## src/rtl/snoopy_bus_master.sv

```systemverilog
// ============================================================================
// Module   : snoopy_bus_master
// Brief    : Bus-side request engine of a snoopy cache: arbitrates, issues
//            BUS_READ / BUS_READ_EXCLUSIVE / BUS_INVALIDATE, fills the block
//            word by word and writes the final MSI state.
// Options  : SNOOPY_BUS_MASTER_CRITICAL_WORD_FIRST_EN (fill starts at the
//            requested word offset instead of word 0)
// Revision : 1.0 - initial release
// ============================================================================
`default_nettype none

module snoopy_bus_master #(
    parameter int unsigned OFFSET_WIDTH = 4,
    parameter int unsigned INDEX_WIDTH  = 4,
    parameter int unsigned TAG_WIDTH    = 8,
    parameter int unsigned DATA_WIDTH   = 32
) (
    input  logic                                      clock,
    input  logic                                      reset,
    input  logic                                      missReq,
    input  logic                                      missExclusive,
    input  logic                                      upgradeReq,
    input  logic [TAG_WIDTH+INDEX_WIDTH+OFFSET_WIDTH-1:0] reqAddress,
    output logic                                      missDone,
    output logic                                      busRequest,
    input  logic                                      busGrant,
    output logic [1:0]                                commandOut,
    output logic [TAG_WIDTH+INDEX_WIDTH+OFFSET_WIDTH-1:0] busAddress,
    output logic                                      busReadEnabled,
    input  logic                                      busFunctionComplete,
    input  logic [DATA_WIDTH-1:0]                     busDataIn,
    output logic                                      fillWrite,
    output logic [OFFSET_WIDTH-1:0]                   fillOffset,
    output logic [DATA_WIDTH-1:0]                     fillData,
    output logic                                      fillStateWrite,
    output logic [1:0]                                fillState
);

    localparam int unsigned ADDR_WIDTH  = TAG_WIDTH + INDEX_WIDTH + OFFSET_WIDTH;
    localparam int unsigned BLOCK_WIDTH = TAG_WIDTH + INDEX_WIDTH;

    localparam logic [1:0] CMD_NONE  = 2'd0;
    localparam logic [1:0] CMD_READ  = 2'd1;
    localparam logic [1:0] CMD_RDX   = 2'd2;
    localparam logic [1:0] CMD_INV   = 2'd3;

    localparam logic [1:0] MSI_SHARED   = 2'd1;
    localparam logic [1:0] MSI_MODIFIED = 2'd2;

    typedef enum logic [2:0] {
        S_IDLE  = 3'd0,
        S_ARB   = 3'd1,
        S_READ  = 3'd2,
        S_INV   = 3'd3,
        S_STATE = 3'd4,
        S_DONE  = 3'd5
    } state_t;

    state_t                  state_q, state_d;
    logic [1:0]              cmd_q, cmd_d;
    logic [BLOCK_WIDTH-1:0]  block_q, block_d;
    logic [OFFSET_WIDTH-1:0] wordCounter_q, wordCounter_d;
    logic                    fillWrite_q;
    logic [OFFSET_WIDTH-1:0] fillOffset_q;
    logic [DATA_WIDTH-1:0]   fillData_q;
    logic                    lastFill_q;

    logic [OFFSET_WIDTH-1:0] startOffset;
    logic [OFFSET_WIDTH-1:0] wordNext;
    logic                    wordFire;
    logic                    wordLast;

`ifdef SNOOPY_BUS_MASTER_CRITICAL_WORD_FIRST_EN
    logic [OFFSET_WIDTH-1:0] startOffset_q, startOffset_d;

    always_ff @(posedge clock) begin
        if (reset) begin
            startOffset_q <= '0;
        end else begin
            startOffset_q <= startOffset_d;
        end
    end

    always_comb begin
        startOffset_d = startOffset_q;
        if (state_q == S_IDLE && missReq) begin
            startOffset_d = reqAddress[OFFSET_WIDTH-1:0];
        end
    end

    assign startOffset = startOffset_q;
`else
    logic unusedReqOffset;

    assign unusedReqOffset = ^reqAddress[OFFSET_WIDTH-1:0];
    assign startOffset     = '0;
`endif

    // lastFill_q marks the cycle the final word is being written; the bus is
    // no longer read then and the FSM moves on to the state write.
    assign wordFire = (state_q == S_READ) && busGrant && busFunctionComplete && !lastFill_q;
    assign wordNext = wordCounter_q + OFFSET_WIDTH'(1);
    assign wordLast = (wordNext == startOffset);

    always_ff @(posedge clock) begin
        if (reset) begin
            state_q       <= S_IDLE;
            cmd_q         <= CMD_NONE;
            block_q       <= '0;
            wordCounter_q <= '0;
            fillWrite_q   <= 1'b0;
            fillOffset_q  <= '0;
            fillData_q    <= '0;
            lastFill_q    <= 1'b0;
        end else begin
            state_q       <= state_d;
            cmd_q         <= cmd_d;
            block_q       <= block_d;
            wordCounter_q <= wordCounter_d;
            fillWrite_q   <= wordFire;
            fillOffset_q  <= wordFire ? wordCounter_q : '0;
            fillData_q    <= wordFire ? busDataIn : '0;
            lastFill_q    <= wordFire && wordLast;
        end
    end

    always_comb begin
        state_d        = state_q;
        cmd_d          = cmd_q;
        block_d        = block_q;
        wordCounter_d  = wordCounter_q;
        busRequest     = 1'b0;
        commandOut     = CMD_NONE;
        busAddress     = '0;
        busReadEnabled = 1'b0;
        fillStateWrite = 1'b0;
        fillState      = 2'd0;
        missDone       = 1'b0;

        case (state_q)
            S_IDLE: begin
                if (missReq) begin
                    cmd_d   = missExclusive ? CMD_RDX : CMD_READ;
                    block_d = reqAddress[ADDR_WIDTH-1:OFFSET_WIDTH];
`ifdef SNOOPY_BUS_MASTER_CRITICAL_WORD_FIRST_EN
                    wordCounter_d = reqAddress[OFFSET_WIDTH-1:0];
`else
                    wordCounter_d = '0;
`endif
                    state_d = S_ARB;
                end else if (upgradeReq) begin
                    cmd_d         = CMD_INV;
                    block_d       = reqAddress[ADDR_WIDTH-1:OFFSET_WIDTH];
                    wordCounter_d = '0;
                    state_d       = S_ARB;
                end
            end
            S_ARB: begin
                busRequest = 1'b1;
                commandOut = cmd_q;
                busAddress = {block_q, wordCounter_q};
                if (busGrant) begin
                    state_d = (cmd_q == CMD_INV) ? S_INV : S_READ;
                end
            end
            S_READ: begin
                busRequest     = 1'b1;
                commandOut     = cmd_q;
                busAddress     = {block_q, wordCounter_q};
                busReadEnabled = busGrant && !lastFill_q;
                if (wordFire) begin
                    wordCounter_d = wordNext;
                end
                if (lastFill_q) begin
                    state_d = S_STATE;
                end
            end
            S_INV: begin
                busRequest = 1'b1;
                commandOut = cmd_q;
                busAddress = {block_q, wordCounter_q};
                state_d    = S_STATE;
            end
            S_STATE: begin
                busRequest     = 1'b1;
                fillStateWrite = 1'b1;
                fillState      = (cmd_q == CMD_READ) ? MSI_SHARED : MSI_MODIFIED;
                state_d        = S_DONE;
            end
            S_DONE: begin
                missDone = 1'b1;
                state_d  = S_IDLE;
            end
            default: begin
                state_d = S_IDLE;
            end
        endcase
    end

    assign fillWrite  = fillWrite_q;
    assign fillOffset = fillOffset_q;
    assign fillData   = fillData_q;

endmodule

`default_nettype wire

```

## config.mk

```make
export PLATFORM = sky130hd
export DESIGN_NAME = snoopy_bus_master
export DESIGN_NICKNAME = d
export VERILOG_FILES = /design/src/rtl/snoopy_bus_master.sv
export SDC_FILE = /design/constraint.sdc
export NUM_CORES = 1
export LEC_CHECK = 0
export ABC_CLOCK_PERIOD_IN_PS = 1400
export CORE_MARGIN = 3
export CORE_UTILIZATION = 34
export DETAILED_ROUTE_END_ITERATION = 10
export PLACE_DENSITY_LB_ADDON = 0.1
export SYNTH_ARGS = -nofsm -noshare
export SYNTH_HDL_FRONTEND = slang
export SYNTH_SLANG_ARGS = --single-unit
```

## constraint.sdc

```tcl
create_clock -name clock -period 1.4 [get_ports clock]
set_input_delay 0.21 -clock clock [delete_from_list [all_inputs] [get_ports clock]]
set_output_delay 0.21 -clock clock [all_outputs]
set_load 0.02 [all_outputs]
```

==> results of run 1 <==
## state kept, by name, indices dropped and copies added, names as in the netlist
name / cells
fillData: 32
block_q: 12
fillOffset: 4
wordCounter_q: 4
state_q: 3
cmd_q: 2
fillWrite: 1
lastFill_q: 1
## layout make-up
type	count	area (um2)
clock buffer	10	138
timing repair buffer	142	1350
fill	498	1930
multi-input combinational	141	935
sequential	59	1190
inverter	2	7.51
tap	72	90.1
clock inverter	6	63.8
## stage by stage
stage	cell area (um2)	power [mW]	cells	utilization, %
after floorplan	2090	2.04	211	-
after global placement	3500	2.42	414	61.3
after detailed placement	3500	2.42	414	61.3
after CTS	3760	4.05	432	65.9
after global routing	3770	4.19	432	66.1
final	3770	3.99	432	66.1
## worst max-delay path, cell delays in order, from the launching register on
cell,delay [ns]
dfxtp_2,0.34
nor2_4,0.15
buf_6,0.13
nand2_4,0.05
inv_2,0.05
and3_4,0.17
buf_6,0.11
## routing by layer
metal / vias up / GRT usage [%] / share of wire, %
met5: - / 0 / 0
met4: 0 / 6.73 / 1.3
met1: 823 / 18.2 / 42
met2: 78 / 24.7 / 48
met3: 9 / 5.99 / 9.1
li1: 973 / - / -
## cells by family (layout without fill, tap and decap cells)
logic type | count (synthesis) | after routing
simple gates | 107 | 107
flops | 59 | 59
compound gates | 29 | 29
buf+inv | 11 | 160
xor+xnor | 3 | 3
fa+ha+maj | 2 | 2
## power groups by stage
| stage | combinational, mW | sequential [mW] | clock (mW) |
|---|---|---|---|
| 6_report | 0.699 | 1.76 | 1.53 |
| 5_1_grt | 0.755 | 1.76 | 1.67 |
| 4_1_cts | 0.700 | 1.76 | 1.59 |
| 3_5_place_dp | 0.630 | 1.79 | 0 |
| 3_3_place_gp | 0.629 | 1.79 | 0 |
| 2_1_floorplan | 0.234 | 1.80 | 0 |
## final timing paths
check	startpoint	to
worst min register to register	block_q[1]	block_q[1]
worst max register to register	state_q[2]	wordCounter_q[3]
worst max-delay path	state_q[1]	fillState[0]
worst min-delay path	reqAddress[14]	block_q[10]
## timing repair
action                     in CTS  in global routing
setup endpoints to repair     113                 79
buffers inserted                3                  0
hold buffers                    0                  0
gates resized for setup       213                  4
cloned                          0                  0
pin swaps                      21                  2
## synth_stat cells, drive strengths merged, types with 3 or more instances
cell / count
a21oi: 19
and2: 54
buf: 6
clkbuf: 3
dfxtp: 59
nand2: 28
nand3: 5
nor2: 6
nor3: 4
xnor2: 3
==> results by group, run 1 <==
Synthesis
  • Synth area leader: dfxtp_1
  • Post-Syn Nets: 268
  • Area contributors post-synth: dfxtp_1 57%, and2_1 16%, nand2_1 5.1%
  • Register area share after synthesis: between 50% and 60%
  • Top_reg_cell synth: dfxtp_1
  • Synth Area in Compound Gates: roughly 8.1%
  • Main combinational cell family by area after synthesis: simple AND/OR/NAND/NOR gates
  • Mux contribution to synthesized area: 0%
  • Post-synthesis xor/xnor area fraction: 1.27%
  • Post-synth top area share: approximately 57%
  • Register bit total from synthesis: around 60
  • Fraction of the mapped netlist area in adder cells: 1.20%
  • Async set or reset register ratio after synthesis: 0%
  • Post-synthesis average cell area: 9.84 um2
  • Syn Inst Count: about 210
  • Synth warn: 0
  • Count of different cell masters after synthesis: 31
  • Post-synth EDFFs: 0
  • Post-Syn Area: around 2100 um2
  • Simple-gate share of the synthesized area: 29.8%

CTS
  • Worst-case clock buffer depth: 2
  • Clock transition at path regs: about 0.080 ns
  • H-tree levels: 3
  • CTS tree: built
  • Clk_lat worst skew: 0.32 ns
  • CTS buffer count: 9
  • Root Buffer: clkbuf_8
  • Clk sinks: approximately 60

Global routing
  • Largest net degree at the start of global routing: 38
  • Vias in the first global route: 1853
  • GR Overflow Total: 0
  • First-pass GRT wire length: 8.76 mm
  • GRT Total Usage: ~15%
  • Initial antenna violation count: 0

STA
  • PnR worst setup slack: -0.120 ns
  • Hold Fails Final Rpt: 0
  • Minimum clock period: ~1.5 ns
  • RSZ-0062 raised after global routing: true
  • Fin Clk Skew: approximately 0.014 ns
  • TNS Setup: -4.78 ns
  • Slew Viols, Final: 0
  • Worst-margin pin slew: between 0.2 and 0.3 ns
  • Worst rel slew slack: a little over 80%
  • Fmax: approximately 0.66 GHz
  • Hold Slack: about 0.42 ns
  • Tcrit/Tclk final: 109%
  • Setup violators final: 75

Cells and area
  • Ant. Diodes: 0
  • Most frequent cells in the layout: 56 x dfxtp_1, 50 x clkdlybuf4s50_1, 37 x dlygate4sd2_1
  • Ratio of cells with drive above 1 in the final layout: just under 30%
  • Area Overhead vs Synth: 81.7%
  • NumNets Final: a little over 400
  • Most common cell after layout, fill and taps aside: dfxtp_1

Setup path
  • Data arrival, critical path: 1.31 ns
  • Critical Path Sink Type: output port
  • Crit Path Max Fanout: 3
  • Worst Path Required: between 1 and 1.5 ns
  • Startpoint types: register
  • Crit path kind: reg2out
  • Reg2Reg Setup Slack: -0.08 ns
  • Worst r2r path cells: 6

Pwr
  • Psw: around 990 uW
  • Clock power share: 38.4%
  • Leakage: between 1.5 and 2 nW
  • Net Sw Frac: about a quarter
  • Part of the power in registers: about 44%
  • Power per cell area: 1060 nW/um2
  • P_int: approximately 3 mW
  • Logic pwr share: 17.5%
  • Peak VDD IR: ~0.00063 V

Drt
  • 1st-iter DRT viols: 48
  • Pre-antenna DRT Iters: 4
  • Drt wl/cell: 12.4 um
  • Antenna-violating nets left: 0
  • Vias: between 1.5k and 2k
  • WL final: between 5 and 6 mm
  • Vias/cell: between 4 and 5
  • Residual DRC count: 0

Status
  • Status: finished with violations
  • Failing checks: negative setup slack

Worst hold path
  • Hold path depth: 3
  • Hold/Removal Path Class: in2reg

Placed design
  • DP Wirelength: 3.79 mm
  • Pre-CTS setup slack: -0.384 ns
  • I/O Buffers: about 110
  • Placer Congestion: 0.848

Floorplan
  • Die height: roughly 84 um
  • Ports: between 100 and 150
  • Row count: 27
  • Core Box Area: between 5000 and 6000 um2
  • Die ar.: 7080 um2
  • Die width: 84.2 um
  • Starting Density: between 30% and 40%

Flow run
  • Max cap viols: 0
No activity file was read; power rests on OpenSTA's default activity.
==> inputs of run 2 (changes only) <==
- PLACE_DENSITY: not set -> 0.82
- PLACE_DENSITY_LB_ADDON: 0.1 -> not set
==> run 2 against run 1 <==
Compared with the run above: the run still ends with negative setup slack left; register-to-register slack is essentially flat; flip-flop and latch count unchanged; critical path depth fell by 1; combinational power increased by 19%; clock skew is 0.0043 ns lower; sequential share of layout area decreased by 2.0 points; sequential power is essentially flat; largest power group is now clock; highest routed layer unchanged.
==> results by group, run 2 (synthesis results as in run 1) <==
Global routing
  • Initial antenna violation count: 0
  • Vias in the first global route: around 1.9k
  • Largest net degree at the start of global routing: 38
  • GR Overflow Total: 0
  • First-pass GRT wire length: between 9 and 10 mm
  • GRT Total Usage: 16.2%

Placed design
  • Pre-CTS setup slack: -0.444 ns
  • I/O Buffers: approximately 110
  • DP Wirelength: 4.06 mm
  • Placed cell area: roughly 3400 um2
  • Placer Congestion: approximately 0.76

Pwr
  • Pwr Total: about 4.6 mW
  • Leakage: between 1.5 and 2 nW
  • Power per cell area: 1140 nW/um2
  • Peak VDD IR: ~0.00065 V

Drt
  • Vias: 2010
  • WL final: just over 6 mm
  • Drt wl/cell: roughly 14 um
  • Residual DRC count: 0
  • Pre-antenna DRT Iters: 4
  • Vias/cell: 4.59
  • Antenna-violating nets left: 0
  • 1st-iter DRT viols: 48

Floorplan
  • Ports: 116
  • Die height: ~84 um
  • Core Box Area: roughly 5700 um2
  • Starting Density: 36.4%
  • Row count: 27
  • Die width: 84.2 um
  • Die ar.: 7080 um2

Flow run
  • Max cap viols: 0

STA
  • Worst-margin pin slew: approximately 0.36 ns
  • RSZ-0062 raised after global routing: true
  • Fmax: 0.651 GHz
  • Worst rel slew slack: 75.8%
  • Setup violators final: a little over 60
  • Slew Viols, Final: 0
  • Fin Clk Skew: just over 0.009 ns
  • Tcrit/Tclk final: 110%
  • Minimum clock period: roughly 1.5 ns
  • Hold Fails Final Rpt: 0
  • PnR worst setup slack: -0.136 ns

Cells and area
  • Most frequent cells in the layout: 56 x dfxtp_1, 50 x clkdlybuf4s50_1, 37 x dlygate4sd2_1
  • Ratio of cells with drive above 1 in the final layout: 37.2%
  • Ant. Diodes: 0
  • NumNets Final: 418
  • Most common cell after layout, fill and taps aside: dfxtp_1
  • Max reg flops: 32
  • Area Overhead vs Synth: 93.9%
  • Finished Cell Area: ~4000 um2

CTS
  • Post-cts hold buffer count: 0
  • Clock transition at path regs: approximately 0.07 ns
  • Clk_lat worst skew: 0.33 ns
  • CTS tree: built
  • Root Buffer: clkbuf_8
  • Clk sinks: 59
  • H-tree levels: 3
  • Worst-case clock buffer depth: 2
  • CTS buffer count: 9

Setup path
  • Worst Path Required: 1.19 ns
  • Crit path kind: reg2out
  • Startpoint types: register
  • Critical Path Sink Type: output port
  • Crit Path Max Fanout: 7
  • Data arrival, critical path: approximately 1.3 ns

Status
  • Failing checks: negative setup slack
  • Status: finished with violations

Worst hold path
  • Hold/Removal Path Class: in2reg
==> run 2: cell count changes in the layout (fill, tap and decap cells not counted), moves of 2 or more <==
| cell | before | now |
|---|---|---|
| a21oi_1 | 19 | 11 |
| a21oi_2 | 0 | 8 |
| buf_4 | 27 | 24 |
| buf_6 | 25 | 35 |
| bufinv_16 | 1 | 3 |
| clkbuf_8 | 10 | 12 |
| clkinvlp_4 | 2 | 0 |
| nand2_1 | 27 | 15 |
| nand2_2 | 0 | 10 |
| nand2_4 | 1 | 3 |
| nor3_2 | 2 | 0 |
| nor3_4 | 0 | 2 |
==> run 2: final timing paths <==
kind / from / to / slack [ns] / cells after the start
worst max-delay path: state_q[1] / busAddress[7] / -0.14 / 5
worst max register to register: state_q[1] / fillData[15] / -0.07 / 7
worst min-delay path: busDataIn[10] / fillData[10] / 0.44 / 2
worst min register to register: block_q[1] / block_q[1] / 0.46 / 2
==> run 2: cell type report <==
class                      count  area, um2
timing repair buffer         148       1430
tap                           72       90.1
clock buffer                  12        165
multi-input combinational    141       1050
clock inverter                 4       95.1
fill                         439       1680
sequential                    59       1190
inverter                       2       7.51
==> run 2: what timing repair did <==
action | 4_1_cts | 5_1_grt
endpoints found under the setup margin | 114 | 80
gates cloned | 1 | 2
pin swaps | 20 | 21
buffers inserted | 1 | 8
resized for setup | 200 | 57
==> run 2: routing by layer <==
layer  up-vias  wire [um]  part of all wire [%]  track usage, %
met5         -          0                     0               0
met4         0         78                   1.3            7.02
met3         8        477                   7.7            5.20
met2        94       3050                    49            27.0
met1       919       2560                    41            19.1
li1        989          -                     -               -
==> run 2: stage by stage <==
| step | hold slack, ns | TNS [ns] | instances | utilization (%) |
|---|---|---|---|---|
| floorplan | 0.282 | -0.000507 | 211 | - |
| global placement | 0.438 | -13.42 | 411 | 60.4 |
| detailed placement | 0.444 | -14.58 | 411 | 60.4 |
| CTS | 0.417 | -4.08 | 428 | 65.7 |
| global route | 0.422 | -10.01 | 438 | 70.5 |
| finish | 0.438 | -4.07 | 438 | 70.5 |
==> run 2: where the power goes <==
| part | internal (mW) | switching, mW | total [mW] |
|---|---|---|---|
| Clock | 1.33 | 0.657 | 1.98 |
| Combinational | 0.469 | 0.362 | 0.831 |
| Sequential | 1.73 | 0.0386 | 1.77 |
==> run 2: worst max-delay path, cell delays in order, from the launching register on <==
cell and delay, ns:
dfxtp_2 0.36, nor2_4 0.06, nor2_4 0.16, buf_6 0.15, and2_4 0.15, buf_6 0.11
==> inputs of run 3 (changes only) <==
- CTS_CLUSTER_SIZE: not set -> 16
==> results of run 3 <==
Same layout as run 2: the final DEF is identical, and so are final timing and power.
